<file path="config.mk">
export PLATFORM = sky130hd
export DESIGN_NAME = hazard_forward_unit
export DESIGN_NICKNAME = d
export VERILOG_FILES = /design/src/rtl/hazard_pkg.sv /design/src/rtl/hazard_slot.sv /design/src/rtl/hazard_forward_unit.sv
export SDC_FILE = /design/constraint.sdc
export NUM_CORES = 1
export LEC_CHECK = 0
export BUFFER_PORTS_ARGS = -buffer_cell sky130_fd_sc_hd__clkbuf_2
export CORE_UTILIZATION = 45
export CTS_BUF_LIST = sky130_fd_sc_hd__clkbuf_16
export CTS_CLUSTER_DIAMETER = 40
export DETAILED_ROUTE_END_ITERATION = 7
export PLACE_DENSITY_LB_ADDON = 0.25
export SYNTH_ARGS = -nofsm -noshare
export SYNTH_HDL_FRONTEND = slang
export SYNTH_SLANG_ARGS = --single-unit
</file>
<file path="constraint.sdc">
create_clock -name clk_i -period 2 [get_ports clk_i]
set_input_delay 0.3 -clock clk_i [delete_from_list [all_inputs] [get_ports clk_i]]
set_output_delay 0.3 -clock clk_i [all_outputs]
set_load 0.02 [all_outputs]
</file>
<file path="src/rtl/hazard_pkg.sv">
// Shared select encodings, slot control-field layouts and the forward priority helper
// used by the hazard/forwarding unit.
package hazard_pkg;

  localparam logic [1:0] FWD_REG   = 2'd0;
  localparam logic [1:0] FWD_EXMEM = 2'd1;
  localparam logic [1:0] FWD_MEMWB = 2'd2;

  // Control bits carried by the EX slot; packed above {rs, rt, rd}.
  typedef struct packed {
    logic valid;
    logic regwrite;
    logic memread;
  } ex_ctrl_t;

  // Control bits carried by the MEM and WB slots; packed above {rd}.
  typedef struct packed {
    logic valid;
    logic regwrite;
  } wb_ctrl_t;

  localparam int unsigned EX_CTRL_W = $bits(ex_ctrl_t);
  localparam int unsigned WB_CTRL_W = $bits(wb_ctrl_t);

  function automatic int unsigned ex_slot_w(input int unsigned addr_w);
    return EX_CTRL_W + 3 * addr_w;
  endfunction

  function automatic int unsigned wb_slot_w(input int unsigned addr_w);
    return WB_CTRL_W + addr_w;
  endfunction

  // The younger producer (EX/MEM) wins over the older one (MEM/WB).
  function automatic logic [1:0] fwd_select(input logic exmem_hit, input logic memwb_hit);
    if (exmem_hit) return FWD_EXMEM;
    if (memwb_hit) return FWD_MEMWB;
    return FWD_REG;
  endfunction

endpackage

</file>
<file path="src/rtl/hazard_slot.sv">
// One pipeline shadow slot: loads d_i each cycle, or all zeros on reset or bubble.
module hazard_slot #(
  parameter int unsigned WIDTH = 1
) (
  input  logic             clk_i,
  input  logic             rst_i,
  input  logic             bubble_i,
  input  logic [WIDTH-1:0] d_i,
  output logic [WIDTH-1:0] q_o
);

  always_ff @(posedge clk_i) begin
    if (rst_i || bubble_i) q_o <= '0;
    else                   q_o <= d_i;
  end

endmodule

</file>
<file path="src/rtl/hazard_forward_unit.sv">
// Operand-forwarding select and load-use stall generation for a 5-stage pipeline.
// Define HAZARD_FWD_EN for forwarding; otherwise fwd outputs are 0 and RAW hazards stall.
module hazard_forward_unit
  import hazard_pkg::*;
#(
  parameter int unsigned ADDR_W = 5
) (
  input  logic              clk_i,
  input  logic              rst_i,
  input  logic              id_valid_i,
  input  logic [ADDR_W-1:0] id_rs_i,
  input  logic [ADDR_W-1:0] id_rt_i,
  input  logic [ADDR_W-1:0] id_rd_i,
  input  logic              id_regwrite_i,
  input  logic              id_memread_i,
  input  logic              flush_i,
  output logic [1:0]        fwd_a_o,
  output logic [1:0]        fwd_b_o,
  output logic              stall_o,
  output logic              pc_write_o,
  output logic              ifid_write_o
);

  localparam int unsigned EX_W = ex_slot_w(ADDR_W);
  localparam int unsigned MW_W = wb_slot_w(ADDR_W);

  logic [EX_W-1:0]   ex_d, ex_q;
  logic [MW_W-1:0]   mem_d, mem_q, wb_q;
  logic              ex_bubble_c;
  logic              stall_raw_c;

  ex_ctrl_t          id_ctrl, ex_ctrl;
  wb_ctrl_t          mem_in_ctrl, mem_ctrl, wb_ctrl;
  logic [ADDR_W-1:0] ex_rs, ex_rt, ex_rd, mem_rd, wb_rd;

  // True when a slot will write a nonzero register equal to src.
  function automatic logic src_hit(input logic              valid,
                                   input logic              regwrite,
                                   input logic [ADDR_W-1:0] rd,
                                   input logic [ADDR_W-1:0] src);
    return valid & regwrite & (rd != '0) & (rd == src);
  endfunction

  assign {ex_ctrl, ex_rs, ex_rt, ex_rd} = ex_q;
  assign {mem_ctrl, mem_rd}             = mem_q;
  assign {wb_ctrl, wb_rd}               = wb_q;

  // An invalid ID instruction enters EX as an all-zero bubble.
  always_comb begin
    id_ctrl          = '0;
    id_ctrl.valid    = 1'b1;
    id_ctrl.regwrite = id_regwrite_i;
    id_ctrl.memread  = id_memread_i;
    ex_d             = '0;
    if (id_valid_i) ex_d = {id_ctrl, id_rs_i, id_rt_i, id_rd_i};
  end

  always_comb begin
    mem_in_ctrl          = '0;
    mem_in_ctrl.valid    = ex_ctrl.valid;
    mem_in_ctrl.regwrite = ex_ctrl.regwrite;
    mem_d                = {mem_in_ctrl, ex_rd};
  end

  assign ex_bubble_c = stall_raw_c | flush_i;

  hazard_slot #(.WIDTH(EX_W)) u_ex_slot (
    .clk_i    (clk_i),
    .rst_i    (rst_i),
    .bubble_i (ex_bubble_c),
    .d_i      (ex_d),
    .q_o      (ex_q)
  );

  hazard_slot #(.WIDTH(MW_W)) u_mem_slot (
    .clk_i    (clk_i),
    .rst_i    (rst_i),
    .bubble_i (1'b0),
    .d_i      (mem_d),
    .q_o      (mem_q)
  );

  hazard_slot #(.WIDTH(MW_W)) u_wb_slot (
    .clk_i    (clk_i),
    .rst_i    (rst_i),
    .bubble_i (1'b0),
    .d_i      (mem_q),
    .q_o      (wb_q)
  );

`ifdef HAZARD_FWD_EN
  // Forward selects come straight from slot contents; only loads in EX stall.
  always_comb begin
    fwd_a_o     = fwd_select(src_hit(mem_ctrl.valid, mem_ctrl.regwrite, mem_rd, ex_rs),
                             src_hit(wb_ctrl.valid,  wb_ctrl.regwrite,  wb_rd,  ex_rs));
    fwd_b_o     = fwd_select(src_hit(mem_ctrl.valid, mem_ctrl.regwrite, mem_rd, ex_rt),
                             src_hit(wb_ctrl.valid,  wb_ctrl.regwrite,  wb_rd,  ex_rt));
    stall_raw_c = id_valid_i & ex_ctrl.valid & ex_ctrl.memread & (ex_rd != '0) &
                  ((ex_rd == id_rs_i) | (ex_rd == id_rt_i));
  end
`else
  logic unused_slot_bits;

  // Without bypass paths, wait until the producer reaches WB (write-before-read).
  always_comb begin
    fwd_a_o     = FWD_REG;
    fwd_b_o     = FWD_REG;
    stall_raw_c = id_valid_i &
                  (src_hit(ex_ctrl.valid,  ex_ctrl.regwrite,  ex_rd,  id_rs_i) |
                   src_hit(ex_ctrl.valid,  ex_ctrl.regwrite,  ex_rd,  id_rt_i) |
                   src_hit(mem_ctrl.valid, mem_ctrl.regwrite, mem_rd, id_rs_i) |
                   src_hit(mem_ctrl.valid, mem_ctrl.regwrite, mem_rd, id_rt_i));
  end

  assign unused_slot_bits = ^{wb_ctrl, wb_rd, ex_rs, ex_rt, ex_ctrl.memread};
`endif

  // A taken branch squashes ID, so it never needs to be held.
  assign stall_o      = stall_raw_c & ~flush_i;
  assign pc_write_o   = ~stall_o;
  assign ifid_write_o = ~stall_o;

endmodule
</file>
# Yosys cells after proc, flatten, opt, wreduce, memory -nomap -nowiden
# Cells that the tools add are included.
# word_totals
out_inout_bits	7
ff_bits	25
input_bits	21
wordCells	29
# classes
n_eq_ne	4
n_reduce_logical	4
bitwise_logic	17
mux	1
# op_table
cell	count
5-bit == test	4
18-bit 2-to-1 mux	1
1-bit AND	10
5-bit nonzero test	2
1-bit OR	4
1-bit NOT	3
2-bit OR reduction	1
1-bit logical OR	1

# Logic depth before layout (Yosys ltp)
# depth
depth_word	10
ltp_mapped	6
depth_no_buf	5

# Cells and area by module
# From an unflattened synthesis, not the netlist that was laid out.
# hier_totals
hier_cells	116
hier_area_um2	1227.4
# modules_own_cells
mod	seq_area_each_um2	area_per_inst_um2	instances	cells_per_inst
hazard_slot (u_ex_slot)	360.3	599.3	1	40
hazard_forward_unit	0.0	435.4	1	62
hazard_slot (u_mem_slot)	140.1	192.7	1	14

# Worst setup path before layout
# OpenSTA, ideal clock, no wires.
# synth_timing
path_kind	flip-flop to output port
start	register u_ex_slot.q_o[1]
end	output port pc_write_o
stages_incl_launch_ff	6
t_required_ns	1.700
path_slack_ns	0.013
t_arrival_ns	1.687
n_path_buf	1
cell_sequence	dfxtp_1 or3_1 o311a_1 a22oi_4 nand2b_1 buf_4
# synth_via
elab_chain_cells	9
elab_cells_between_ends	12
classes_between	eq/ne: 2; bitwise: 9; reduce/logical: 1
# synth_rtl
item	line_no	text
start: declaration	hazard_slot.sv:9	output logic [WIDTH-1:0] q_o
start signal: assignment	hazard_slot.sv:14	else q_o <= d_i;
5-bit nonzero test	hazard_forward_unit.sv:41	return valid & regwrite & (rd != '0) & (rd == src);
1-bit AND (2 in series)	hazard_forward_unit.sv:41	
1-bit OR *	hazard_forward_unit.sv:109	(src_hit(ex_ctrl.valid, ex_ctrl.regwrite, ex_rd, id_rs_i) |
1-bit OR *	hazard_forward_unit.sv:110	src_hit(ex_ctrl.valid, ex_ctrl.regwrite, ex_rd, id_rt_i) |
1-bit OR *	hazard_forward_unit.sv:111	src_hit(mem_ctrl.valid, mem_ctrl.regwrite, mem_rd, id_rs_i) |
1-bit AND *	hazard_forward_unit.sv:108	stall_raw_c = id_valid_i &
1-bit AND *	hazard_forward_unit.sv:119	assign stall_o = stall_raw_c & ~flush_i;
1-bit NOT *	n/a	
end: declaration	hazard_forward_unit.sv:20	output logic pc_write_o,
# Every way passes the cells marked *; elsewhere a longest branch is shown, timed or not.

# Worst setup path after layout
# layout_timing
start	register u_mem_slot.q_o[2]
end	output port pc_write_o
# layout_via
elab_chain_cells	8
elab_cells_between_ends	11
classes_between	eq/ne: 2; bitwise: 8; reduce/logical: 1
# layout_rtl
item	line_no	text
start: declaration	hazard_slot.sv:9	
start signal: assignment	hazard_slot.sv:14	
5-bit nonzero test	hazard_forward_unit.sv:41	
1-bit AND (2 in series)	hazard_forward_unit.sv:41	
1-bit OR	hazard_forward_unit.sv:110	
1-bit OR *	hazard_forward_unit.sv:111	
1-bit AND *	hazard_forward_unit.sv:108	
1-bit AND *	hazard_forward_unit.sv:119	
1-bit NOT *	hazard_forward_unit.sv:120	assign pc_write_o = ~stall_o;
# Marks and branches as above.

==> metrics <==
Clk pwr share 49.0%; worst endpoint required time 1.70 ns; top cell family by delay on the critical path simple AND/OR/NAND/NOR gates; largest net degree at the start of global routing 15; Worst Slack Setup Final -0.0372 ns; Max Transition Viols Final 0; Synth cell types 15; met2 Use GR 26.8%; all-layer global routing usage 15.4%; mapped cell area 733 um^2; Max Cap Viol 0; number of synthesized register bits 14; Syn Inst Count 73; Die H 42.4 um; Post-Route WL 1290 um; initial antenna violation count 0; # diodes 0; failing checks setup timing; Sink Count 14; Starting Density 48.7%; static leakage 0.000470 uW; power density cells 749 nW/um^2; CORE AREA 1510 um^2; post-synthesis sequential area ratio 38.2%; Net count, final 123; status complete, but fails checks; number of global-route vias before repair 541; first-pass GRT wire length 2060 um; cts bufs inserted 3; R2R Setup Slk 0.38 ns; clock skew 0.00181 ns; Area Overhead vs Synth 34.5%; clock period minus worst slack 2.04 ns; Max transition margin 65.1%; Tcrit/Tclk final 102%; I/O pin count 28; CTS tree done; GRT overflow 0; die area 1790 um^2; slew at the pin closest to its max-slew limit 0.523 ns; Worst-Skew Late Latency 0.24 ns; RSZ-0062 raised after global routing yes; hold crit path type input pin to flip-flop; largest family of logic cells by synthesized area simple AND/OR/NAND/NOR gates; layout cells sized above 1 38.0%; Switch Pwr 147 uW; Post-DRT Antenna Nets 0; Yosys top cell by area dfxtp_1; Adder-Cell Fraction of Synth Area 0%; via density per instance 5.06; CP max stage delay 0.38 ns; final hold vios 0; Finish-stage setup viols 2; critical path class flip-flop to primary output; Yosys top cell area share 38.2%; DR vias 587; post-synthesis mux area share 0%; CP Capture Type primary output; Die Wd 42.4 um; Detailed Routing Iterations Pass 1 4; final setup TNS -0.0737 ns; Post-DP HPWL 986 um; combinational share of power 11.5%; global route hottest layer met2; worst path bufs/invs 1; crit path DAT 1.74 ns; Net Sw Frac 19.9%; Ys Warns 0; 1st-iter DRT viols 4; H-tree Lvls 1; mean post-synth cell area 10.0 um^2; GPL Wtd Cong 0.854; met3 usage 2.16%; Synth Area in Simple Gates 24.4%; ranking of synthesized cells by area dfxtp_1 38%, xnor2_1 24%, and4b_1 8.2%, nor2b_1 7.7%, buf_4 5.1%; CP max-delay cell or3_1; global routing usage on met1 17.2%; PortBufs 22; peak supply drop 647 uV; Rows 14; root buf cell clkbuf_16; CP Max Fanout 3; DR WL/cell 11.1 um; Max Root-Sink Buffers 2; clk slew on worst S/H paths 0.04 ns; post-layout total power 739 uW; post-synthesis xor/xnor area fraction 23.9%; startpoint types flip-flop; Max Freq 491 MHz; DRC errors left 0; Sequential Power Share 39.6%; fraction of the mapped netlist area in compound gates 7.34%; crit-path cells or3_1 > o311a_1 > a22oi_4 > nand2b_4 > buf_8; Pint 592 uW
registers in the layout (all words and copies together) (netlist names):
signal          count
u_ex_slot.q_o       7
u_mem_slot.q_o      7
path summary, 6_finish.rpt:
| path | cells after the start | from | endpoint |
|---|---|---|---|
| worst max-delay path | 5 | u_mem_slot.q_o[2]$_SDFF_PP0_ | pc_write_o |
| worst min-delay path | 2 | id_regwrite_i | u_ex_slot.q_o[16]$_SDFF_PP0_ |
| worst max register to register | 5 | u_mem_slot.q_o[2]$_SDFF_PP0_ | u_ex_slot.q_o[1]$_SDFF_PP0_ |
| worst min register to register | 1 | u_ex_slot.q_o[17]$_SDFF_PP0_ | u_mem_slot.q_o[6]$_SDFF_PP0_ |
Yosys cell counts (all sizes together):
cell,count
buf,5
clkbuf,1
dfxtp,14
a22oi,1
xnor2,20
and3b,1
nand2,4
nand3,4
nand2b,1
and4b,6
o22ai,2
o311a,2
conb,1
nor2b,9
or3,2
per-stage QoR:
step	hold slack (ns)	cell area (um^2)	instances	setup WS, ns	utilization (%)
6_report	0.324	986	116	-0.0372	65.4
2_1_floorplan	0.438	744	76	0.0127	-
3_3_place_gp	0.456	841	109	0.148	55.8
3_5_place_dp	0.457	841	109	0.139	55.8
5_1_grt	0.327	986	116	-0.0791	65.4
4_1_cts	0.326	958	114	-0.0798	63.6
layer usage:
metal	routed length [um]	share of wire, %
met5	0	0
met2	641	50
met1	523	40
met4	27	2.1
met3	102	7.9
power groups by stage:
stage | Sequential [uW] | Combinational, uW | Clock (uW)
floorplan | 296 | 55.6 | 0
global placement | 298 | 76.7 | 0
detailed placement | 298 | 78.5 | 0
CTS | 292 | 81.9 | 365
global route | 293 | 93.1 | 380
finish | 292 | 84.7 | 362
cells by family (layout without fill, tap and decap cells):
kind of cell	Yosys count	in the layout
simple gates	27	27
compound gates	5	5
flops	14	14
xor+xnor	20	20
buf+inv	6	30
other cells	1	4
cell usage in the layout, fill, tap and decap left out, types with 2 or more instances in the layout:
cell / count
xnor2_1: 20
o311a_1: 2
or3_1: 2
dfxtp_2: 5
dfxtp_1: 9
clkbuf_2: 20
nand2_1: 4
buf_4: 5
nor2b_1: 9
conb_1: 4
and4b_1: 6
nand3_1: 4
clkbuf_16: 3
buf_8: 2
what timing repair did:
| action | CTS | global route |
|---|---|---|
| hold buffers | 0 | 0 |
| setup endpoints to repair | 3 | 3 |
| pin swaps | 3 | 4 |
| setup buffers | 2 | 2 |
| resized for setup | 6 | 6 |
layout make-up:
type                            instances  area [um^2]
Sequential cell                        14          287
Multi-Input combinational cell         56          437
Clock buffer                            3         75.1
Tap cell                               16         20.0
Fill cell                             122          520
Timing Repair Buffer                   27          168
(Power assumes the default switching activity.)
